[config.mk]
export PLATFORM = sky130hd
export DESIGN_NAME = io_bus_control_flat
export DESIGN_NICKNAME = d
export VERILOG_FILES = /design/src/rtl/io_bus_control_if.sv /design/src/rtl/io_bus_control.sv /design/src/flat_wrapper.sv
export SDC_FILE = /design/constraint.sdc
export NUM_CORES = 1
export LEC_CHECK = 0
export CAP_MARGIN = 20
export CORE_ASPECT_RATIO = 0.9
export CORE_UTILIZATION = 41
export CTS_BUF_LIST = sky130_fd_sc_hd__clkbuf_8 sky130_fd_sc_hd__clkbuf_16
export CTS_CLUSTER_SIZE = 24
export DETAILED_ROUTE_END_ITERATION = 8
export GPL_TIMING_DRIVEN = 0
export HOLD_SLACK_MARGIN = 0.03
export PLACE_DENSITY = 0.78
export SLEW_MARGIN = 20
export SYNTH_ARGS = -nofsm -noshare
export SYNTH_HDL_FRONTEND = slang
export SYNTH_SLANG_ARGS = --single-unit
[constraint.sdc]
create_clock -name clk_i -period 1.73 [get_ports clk_i]
set_clock_uncertainty 0.1 [all_clocks]
set_input_delay 0.346 -clock clk_i [delete_from_list [all_inputs] [get_ports clk_i]]
set_output_delay 0.346 -clock clk_i [all_outputs]
set_load 0.005 [all_outputs]
[src/rtl/io_bus_control_if.sv]
// Bus/handshake bundle between cpu-side sequencing and io_bus_control.
// slave: the bus controller; master: whoever drives cycle, operands and the snooped bus.
interface io_bus_control_if;
  logic [2:0] cycle;
  logic       two_word;
  logic [3:0] data_in;
  logic [3:0] acc;
  logic [7:0] src_pair;
  logic [3:0] data_out;
  logic       data_oe;
  logic       cm_rom;
  logic [3:0] cm_ram;
  logic       io_read_valid;
  logic [3:0] io_read_data;
  logic [3:0] io_op;
  logic [7:0] src_addr;
  logic [2:0] bank;

  modport master (
    output cycle, two_word, data_in, acc, src_pair,
    input  data_out, data_oe, cm_rom, cm_ram, io_read_valid, io_read_data, io_op, src_addr, bank
  );

  modport slave (
    input  cycle, two_word, data_in, acc, src_pair,
    output data_out, data_oe, cm_rom, cm_ram, io_read_valid, io_read_data, io_op, src_addr, bank
  );
endinterface

[src/rtl/io_bus_control.sv]
// X-phase bus sequencer: SRC/DCL/0xE_ I/O decode, command lines, bank and SRC address latches.
// Optional DCL_EXT_BANKS_EN enables the 3-bit (8-bank) command-line decode.
module io_bus_control #(
  parameter logic [2:0] RESET_BANK = 3'b000,
  parameter logic [7:0] SRC_RESET  = 8'h00
) (
  input logic             clk_i,
  input logic             rst_ni,
  io_bus_control_if.slave bus
);

  typedef enum logic [2:0] {StIdle, StSrcHi, StSrcLo, StIoWr, StIoRd, StDcl} state_e;

  state_e     state_q, state_d;
  logic [3:0] op_hi_q, op_hi_d, op_lo_q, op_lo_d;
  logic       op_vld_q, op_vld_d;
  logic [2:0] bank_q, bank_d;
  logic [7:0] src_addr_q, src_addr_d;
  logic [3:0] data_out_q, data_out_d;
  logic       data_oe_q, data_oe_d;
  logic       cm_rom_q, cm_rom_d;
  logic [3:0] cm_ram_q, cm_ram_d;
  logic       rd_vld_q, rd_vld_d;
  logic [3:0] rd_data_q, rd_data_d;
  logic [3:0] io_op_q, io_op_d;

  function automatic logic [3:0] bank_decode(input logic [2:0] b);
`ifdef DCL_EXT_BANKS_EN
    return (b == 3'b000) ? 4'b0001 : {b, 1'b0};
`else
    return 4'b0001 << b[1:0];
`endif
  endfunction

  always_comb begin
    state_d    = state_q;
    op_hi_d    = op_hi_q;
    op_lo_d    = op_lo_q;
    op_vld_d   = op_vld_q;
    bank_d     = bank_q;
    src_addr_d = src_addr_q;
    data_out_d = 4'h0;
    data_oe_d  = 1'b0;
    cm_rom_d   = 1'b0;
    cm_ram_d   = 4'h0;
    rd_vld_d   = 1'b0;
    rd_data_d  = rd_data_q;
    io_op_d    = 4'h0;

    unique case (bus.cycle)
      3'd3: begin
        cm_rom_d = 1'b1;
        op_vld_d = ~bus.two_word;
        if (!bus.two_word) begin
          op_hi_d = bus.data_in;
          if (bus.data_in == 4'hE) cm_ram_d = bank_decode(bank_q);
        end
      end
      3'd4: begin
        if (bus.two_word) op_vld_d = 1'b0;
        else              op_lo_d  = bus.data_in;
      end
      3'd5: begin
        state_d = StIdle;
        if (op_vld_q && !bus.two_word) begin
          if (op_hi_q == 4'h2 && op_lo_q[0]) begin
            state_d    = StSrcHi;
            data_out_d = bus.src_pair[7:4];
            data_oe_d  = 1'b1;
            cm_rom_d   = 1'b1;
            cm_ram_d   = bank_decode(bank_q);
            src_addr_d = bus.src_pair;
          end else if ({op_hi_q, op_lo_q} == 8'hFD) begin
            state_d = StDcl;
`ifdef DCL_EXT_BANKS_EN
            bank_d  = bus.acc[2:0];
`else
            bank_d  = {1'b0, bus.acc[1:0]};
`endif
          end else if (op_hi_q == 4'hE) begin
            io_op_d = op_lo_q;
            if (!op_lo_q[3]) begin
              state_d    = StIoWr;
              data_out_d = bus.acc;
              data_oe_d  = 1'b1;
            end else begin
              state_d = StIoRd;
            end
          end
        end
      end
      3'd6: begin
        unique case (state_q)
          StSrcHi: begin
            state_d    = StSrcLo;
            data_out_d = bus.src_pair[3:0];
            data_oe_d  = 1'b1;
          end
          StIoWr: io_op_d = op_lo_q;
          StIoRd: begin
            io_op_d   = op_lo_q;
            rd_data_d = bus.data_in;
            rd_vld_d  = 1'b1;
          end
          default: ;
        endcase
      end
      // Leaving subcycle 7 always ends the op, even if cycle wrapped early elsewhere.
      3'd7: state_d = StIdle;
      default: ;
    endcase
  end

  always_ff @(posedge clk_i) begin
    if (!rst_ni) begin
      state_q    <= StIdle;
      op_hi_q    <= 4'h0;
      op_lo_q    <= 4'h0;
      op_vld_q   <= 1'b0;
      bank_q     <= RESET_BANK;
      src_addr_q <= SRC_RESET;
      data_out_q <= 4'h0;
      data_oe_q  <= 1'b0;
      cm_rom_q   <= 1'b0;
      cm_ram_q   <= 4'h0;
      rd_vld_q   <= 1'b0;
      rd_data_q  <= 4'h0;
      io_op_q    <= 4'h0;
    end else begin
      state_q    <= state_d;
      op_hi_q    <= op_hi_d;
      op_lo_q    <= op_lo_d;
      op_vld_q   <= op_vld_d;
      bank_q     <= bank_d;
      src_addr_q <= src_addr_d;
      data_out_q <= data_out_d;
      data_oe_q  <= data_oe_d;
      cm_rom_q   <= cm_rom_d;
      cm_ram_q   <= cm_ram_d;
      rd_vld_q   <= rd_vld_d;
      rd_data_q  <= rd_data_d;
      io_op_q    <= io_op_d;
    end
  end

  assign bus.data_out      = data_out_q;
  assign bus.data_oe       = data_oe_q;
  assign bus.cm_rom        = cm_rom_q;
  assign bus.cm_ram        = cm_ram_q;
  assign bus.io_read_valid = rd_vld_q;
  assign bus.io_read_data  = rd_data_q;
  assign bus.io_op         = io_op_q;
  assign bus.src_addr      = src_addr_q;
  assign bus.bank          = bank_q;

endmodule
[src/flat_wrapper.sv]
// flat-port wrapper written by rule: the top's interface ports become plain ports
module io_bus_control_flat 
#(
  parameter logic [2:0] RESET_BANK = 3'b000,
  parameter logic [7:0] SRC_RESET  = 8'h00
)
  (clk_i, rst_ni, bus_cycle, bus_two_word, bus_data_in, bus_acc, bus_src_pair, bus_data_out, bus_data_oe, bus_cm_rom, bus_cm_ram, bus_io_read_valid, bus_io_read_data, bus_io_op, bus_src_addr, bus_bank);
  io_bus_control_if bus_i ();
  input logic clk_i;
  input logic rst_ni;
  input wire logic [$bits(bus_i.cycle)-1:0] bus_cycle;
  input wire logic [$bits(bus_i.two_word)-1:0] bus_two_word;
  input wire logic [$bits(bus_i.data_in)-1:0] bus_data_in;
  input wire logic [$bits(bus_i.acc)-1:0] bus_acc;
  input wire logic [$bits(bus_i.src_pair)-1:0] bus_src_pair;
  output wire logic [$bits(bus_i.data_out)-1:0] bus_data_out;
  output wire logic [$bits(bus_i.data_oe)-1:0] bus_data_oe;
  output wire logic [$bits(bus_i.cm_rom)-1:0] bus_cm_rom;
  output wire logic [$bits(bus_i.cm_ram)-1:0] bus_cm_ram;
  output wire logic [$bits(bus_i.io_read_valid)-1:0] bus_io_read_valid;
  output wire logic [$bits(bus_i.io_read_data)-1:0] bus_io_read_data;
  output wire logic [$bits(bus_i.io_op)-1:0] bus_io_op;
  output wire logic [$bits(bus_i.src_addr)-1:0] bus_src_addr;
  output wire logic [$bits(bus_i.bank)-1:0] bus_bank;
  assign bus_i.cycle = bus_cycle;
  assign bus_i.two_word = bus_two_word;
  assign bus_i.data_in = bus_data_in;
  assign bus_i.acc = bus_acc;
  assign bus_i.src_pair = bus_src_pair;
  assign bus_data_out = bus_i.data_out;
  assign bus_data_oe = bus_i.data_oe;
  assign bus_cm_rom = bus_i.cm_rom;
  assign bus_cm_ram = bus_i.cm_ram;
  assign bus_io_read_valid = bus_i.io_read_valid;
  assign bus_io_read_data = bus_i.io_read_data;
  assign bus_io_op = bus_i.io_op;
  assign bus_src_addr = bus_i.src_addr;
  assign bus_bank = bus_i.bank;
  io_bus_control #(.RESET_BANK(RESET_BANK), .SRC_RESET(SRC_RESET)) u_core (.clk_i(clk_i), .rst_ni(rst_ni), .bus(bus_i));
endmodule
=== After elaboration in Yosys (flattened, before gate mapping) ===
Index checks and enable logic that the tools add are counted.

* Word-level logic and storage cells: 82
* Output and inout bits: 30
* Flip-flop bits (word level): 41

* Muxes and demuxes: 38
* Bitwise operators: 2
* Shifts and indexed selects: 1
* Equal/unequal tests: 14
* Reduce and logical (&&, ||, !) cells: 14

{| class="wikitable"
|+ Operators with widths
! operator !! number
|-
| $mux 4 || 15
|-
| $pmux 4 s2 || 3
|-
| $mux 3 || 6
|-
| $eq 3x3->1 const B || 5
|-
| $reduce_and 2->1 || 6
|-
| $mux 1 || 10
|-
| $pmux 3 s3 || 1
|-
| $eq 4x4->1 const B || 2
|-
| $eq 8x8->1 const B || 1
|-
| $eq 3x2->1 const B || 2
|-
| $pmux 1 s2 || 3
|-
| $eq 4x2->1 const B || 1
|-
| $ne 2x2->1 const B || 2
|-
| $reduce_and 4->1 || 1
|-
| $shl 1x2->4 const A || 1
|-
| $eq 3x1->1 const B || 1
|-
| $reduce_and 3->1 || 1
|-
| $reduce_bool 3->1 || 1
|-
| $logic_and 1x1->1 || 2
|-
| $not 1->1 || 2
|-
| $reduce_bool 2->1 || 1
|-
| $reduce_or 2->1 || 1
|-
| $logic_not 1->1 || 1
|}

=== Depth between registers and ports, before layout ===
* Depth in word-level cells: 6
* Depth in mapped cells: 6

=== Worst setup path before layout ===
OpenSTA, ideal clock, no wires.

* Path type: input port to flip-flop
* From: input port bus_cycle[1]
* To: register u_core.cm_ram_q[0], in the netlist u_core.bus.cm_ram[0]
* Stages: 6
* Arrival time: 1.670 ns
* Path slack: -0.118 ns
* Data required time: 1.552 ns
* Path through: buf_6 > or3b_1 > or4_1 > buf_2 > a21o_1 > nor3_1

* Cells in the longest elaborated chain, start to end: 2

{| class="wikitable"
|+ RTL lines
! item !! line !! source
|-
| start: declaration || flat_wrapper.sv:11 || <nowiki>input wire logic [$bits(bus_i.cycle)-1:0] bus_cycle;</nowiki>
|-
| $eq 3x3->1 / $eq 3x2->1 (equally long branches) || io_bus_control.sv:50 || <nowiki>unique case (bus.cycle)</nowiki>
|-
| $pmux 4 s2 (*) || io_bus_control.sv:50 ||
|-
| end signal: assignment || io_bus_control.sv:139 || <nowiki>cm_ram_q <= cm_ram_d;</nowiki>
|-
| end: declaration || io_bus_control.sv:22 || <nowiki>logic [3:0] cm_ram_q, cm_ram_d;</nowiki>
|}

Mark *: on every way between the ends. The rest lies on a longest branch, timed or not.
A chain may end at the register's enable or synchronous reset.

=== Worst setup path after layout ===
* From: register u_core.op_vld_q
* To: register u_core.cm_ram_q[3], in the netlist u_core.bus.cm_ram[3]

* Cells in the longest elaborated chain, start to end: 3

{| class="wikitable"
|+ RTL lines
! item !! line !! source
|-
| start: declaration || io_bus_control.sv:16 || <nowiki>logic op_vld_q, op_vld_d;</nowiki>
|-
| start signal: assignment || io_bus_control.sv:133 || <nowiki>op_vld_q <= op_vld_d;</nowiki>
|-
| $logic_and 1x1->1 || io_bus_control.sv:65 || <nowiki>if (op_vld_q && !bus.two_word) begin</nowiki>
|-
| $mux 4 || io_bus_control.sv:65 ||
|-
| $pmux 4 s2 || io_bus_control.sv:50 ||
|}

No other way between the ends.

==> metrics <==
Initial Util=0.433; Worst R2R End=u_core.bus.cm_ram[3]; Clock power frac=0.387; Syn Area/Cell=8.85 µm²; top cell type's share of synthesized area=0.504; final core utilization=0.661; period utilization=1.02; Slowest-stage cell, CP=or4_4; DRT iter0 DRCs=72; #FFs+latches synth=41; Synth area leader=dfxtp_1; commonest cells in the netlist=dfxtp_1, nand2_1, a21oi_1; failing checks=negative setup slack; Clock Sinks=41; Max Fclk=568 MHz; antenna viol nets, final=0; syn_nets=206; unrepaired setup endpoints after global routing=yes; diode count=0; first-pass GRT wire length=6670 µm; CTS Hold Buffers Added=0; CTS tree=yes; initial antenna violation count=0; crit path buf inv count=0; Synth area leaders=dfxtp_1, mux2i_1, a21oi_1; CP max stage delay=0.48 ns; hold crit path type=input pin to register; startpoint types=register; drt pass-1 iters=4; CORE AREA=0.00376 mm²; FFs w/ async S/R, synth=0; Yosys cell types=39; Worst VDD drop=0.403 mV; pwr dens=711 mW/mm²; wire per inst=15.6 µm; critical path depth=4; CP max FO=4; Pins Over Slew Limit=0; layout net count=265; P_int=0.00137 W; Post-Synthesis Cell Area=0.00163 mm²; grt ovf=0; outcome=finished with violations; GP Congestion=0.778; flop2flop setup slack=-0.03 ns; Via Count=1594; fin area=0.00248 mm²; Gate power share=0.073; net switching power figure=0.000395 W; Arr. time, crit path=1.89 ns; final HPWL from detailed placement=2950 µm; Setup crit end=u_core.bus.cm_ram[3]; P_leak=0.837 nW; worst path cell trace=or3b_4, or4_4, a21o_4, nor3_2; FILL cells=303; Sum Neg Setup Slack=-0.0963 ns; I/O pins=52; net switching fraction of the power=0.224; clk_lat worst skew=0.30 ns; chip height=61.8 µm; EDFF count, synth=0; layout cells sized above 1=0.234; gr usage total=0.217; Critical Path Start=u_core.op_vld_q; drt total wl=4520 µm; final-report setup violation count=5; CTS Root Cell=clkbuf_8; sequential share of the synthesized area=0.504; Area growth syn-to-layout=52.7%; Primary FF master, synth=dfxtp_1; largest net degree at the start of global routing=13; Cells after Synth=184; Post-DP Area=0.00218 mm²; Remaining DRCs=0; max-cap violations=0; Via density=5.50; Worst EP required=1.86 ns; Core Rows=21; Die Width=68.4 µm; R2R cell count=4; count leader, synth=dfxtp_1; die area=0.00423 mm²; RR Startpoint=u_core.op_vld_q; critical path class=register to register; minimum clock period=1.76 ns; clk buf depth=2; clock buffer count from CTS=5; Setup crit end kind=register; port bufs=49; H-tree levels=2; Ys Warns=0; Top delay family on crit path=simple AND/OR/NAND/NOR gates; vias in the first global route=1474; Hold Vio Cnt, Final=0; final worst slack=-0.0300 ns; Clock transition at path regs=0.08 ns; sequential share of power=0.540
[repair_timing]
item / in CTS / in global routing
buffers inserted: 2 / 3
pin swaps: 1 / 3
resized for setup: 23 / 34
endpoints found under the setup margin: 38 / 40
endpoints found under the hold margin: 0 / 0
[state kept, by name (all words and copies together) (netlist names)]
register                  flops
u_core.bus.bank               2
u_core.bus.cm_ram             4
u_core.bus.cm_rom             1
u_core.bus.data_oe            1
u_core.bus.data_out           4
u_core.bus.io_op              4
u_core.bus.io_read_data       4
u_core.bus.io_read_valid      1
u_core.bus.src_addr           8
u_core.op_hi_q                4
u_core.op_lo_q                4
u_core.op_vld_q               1
u_core.state_q                3
[cells by family (layout without fill, tap and decap cells)]
family | Yosys count | count (layout) | share of synthesized area
simple gates | 79 | 79 | 0.251
flops | 41 | 41 | 0.504
compound gates | 35 | 35 | 0.125
buf+inv | 16 | 76 | 0.0453
mux | 10 | 10 | 0.0615
xor+xnor | 2 | 2 | 0.0108
other cells | 1 | 1 | 0.00230
[cell type report]
class,instances,area (µm²),area share
Multi-Input combinational cell,127,891,0.359
Inverter,8,33.8,0.0136
Clock buffer,7,96.3,0.0388
Clock inverter,1,5.00,0.00201
Timing Repair Buffer,54,532,0.214
Sequential cell,41,831,0.334
Tap cell,46,57.6,0.0232
Buffer,6,38.8,0.0156
[layer usage]
layer	wire length (µm)	global-route usage	vias up
met5	0	0	-
met1	1930	0.277	748
met3	275	0.0511	15
met2	2170	0.350	68
li1	-	-	763
met4	136	0.0982	0
[metrics by stage]
step	hold WS, ns	total power, W	instances	worst slack, ns
detailed placement	0.350	0.00109	279	-0.811
CTS	0.259	0.00176	288	-0.0661
finish	0.287	0.00177	290	-0.0300
global placement	0.345	0.00109	279	-0.779
floorplan	0.340	0.00102	184	-0.118
global route	0.300	0.00180	290	-0.0778
[power by group through the flow]
stage	clock network, W	registers (W)	logic (W)
finish	0.000684	0.000953	0.000129
global route	0.000715	0.000954	0.000137
floorplan	0	0.000974	0.0000425
detailed placement	0	0.000975	0.000115
global placement	0	0.000975	0.000114
CTS	0.000683	0.000954	0.000119
[worst min-delay path by stage]
| stage | startpoint | cells after the start | to | slack (ns) |
|---|---|---|---|---|
| 2_1_floorplan | u_core.op_vld_q | 2 | u_core.op_vld_q | 0.34 |
| 3_3_place_gp | u_core.bus.src_addr[7] | 2 | u_core.bus.src_addr[7] | 0.34 |
| 3_5_place_dp | u_core.bus.src_addr[0] | 2 | u_core.bus.src_addr[0] | 0.35 |
| 4_1_cts | bus_two_word | 2 | u_core.op_vld_q | 0.26 |
| 5_1_grt | bus_two_word | 2 | u_core.op_vld_q | 0.30 |
| 6_report | bus_two_word | 2 | u_core.op_vld_q | 0.29 |
[placed cells by master, fill, tap and decap left out, types with 2 or more instances in the layout]
cell type and count:
a21oi_1 13, a21oi_2 4, a31oi_1 4, buf_4 4
buf_6 2, clkbuf_1 2, clkbuf_8 7, clkdlybuf4s50_1 46
dfxtp_1 35, dfxtp_2 5, dlygate4sd2_1 2, inv_1 7
mux2i_1 10, nand2_1 13, nand2_2 8, nand3_1 12
nand4_1 6, nand4b_1 2, nor2_1 12, nor2_2 2
nor3_2 4, nor3b_1 2, o21ai_0 7, or4_4 2
xor2_1 2
No activity file was read; power rests on OpenSTA's default activity.
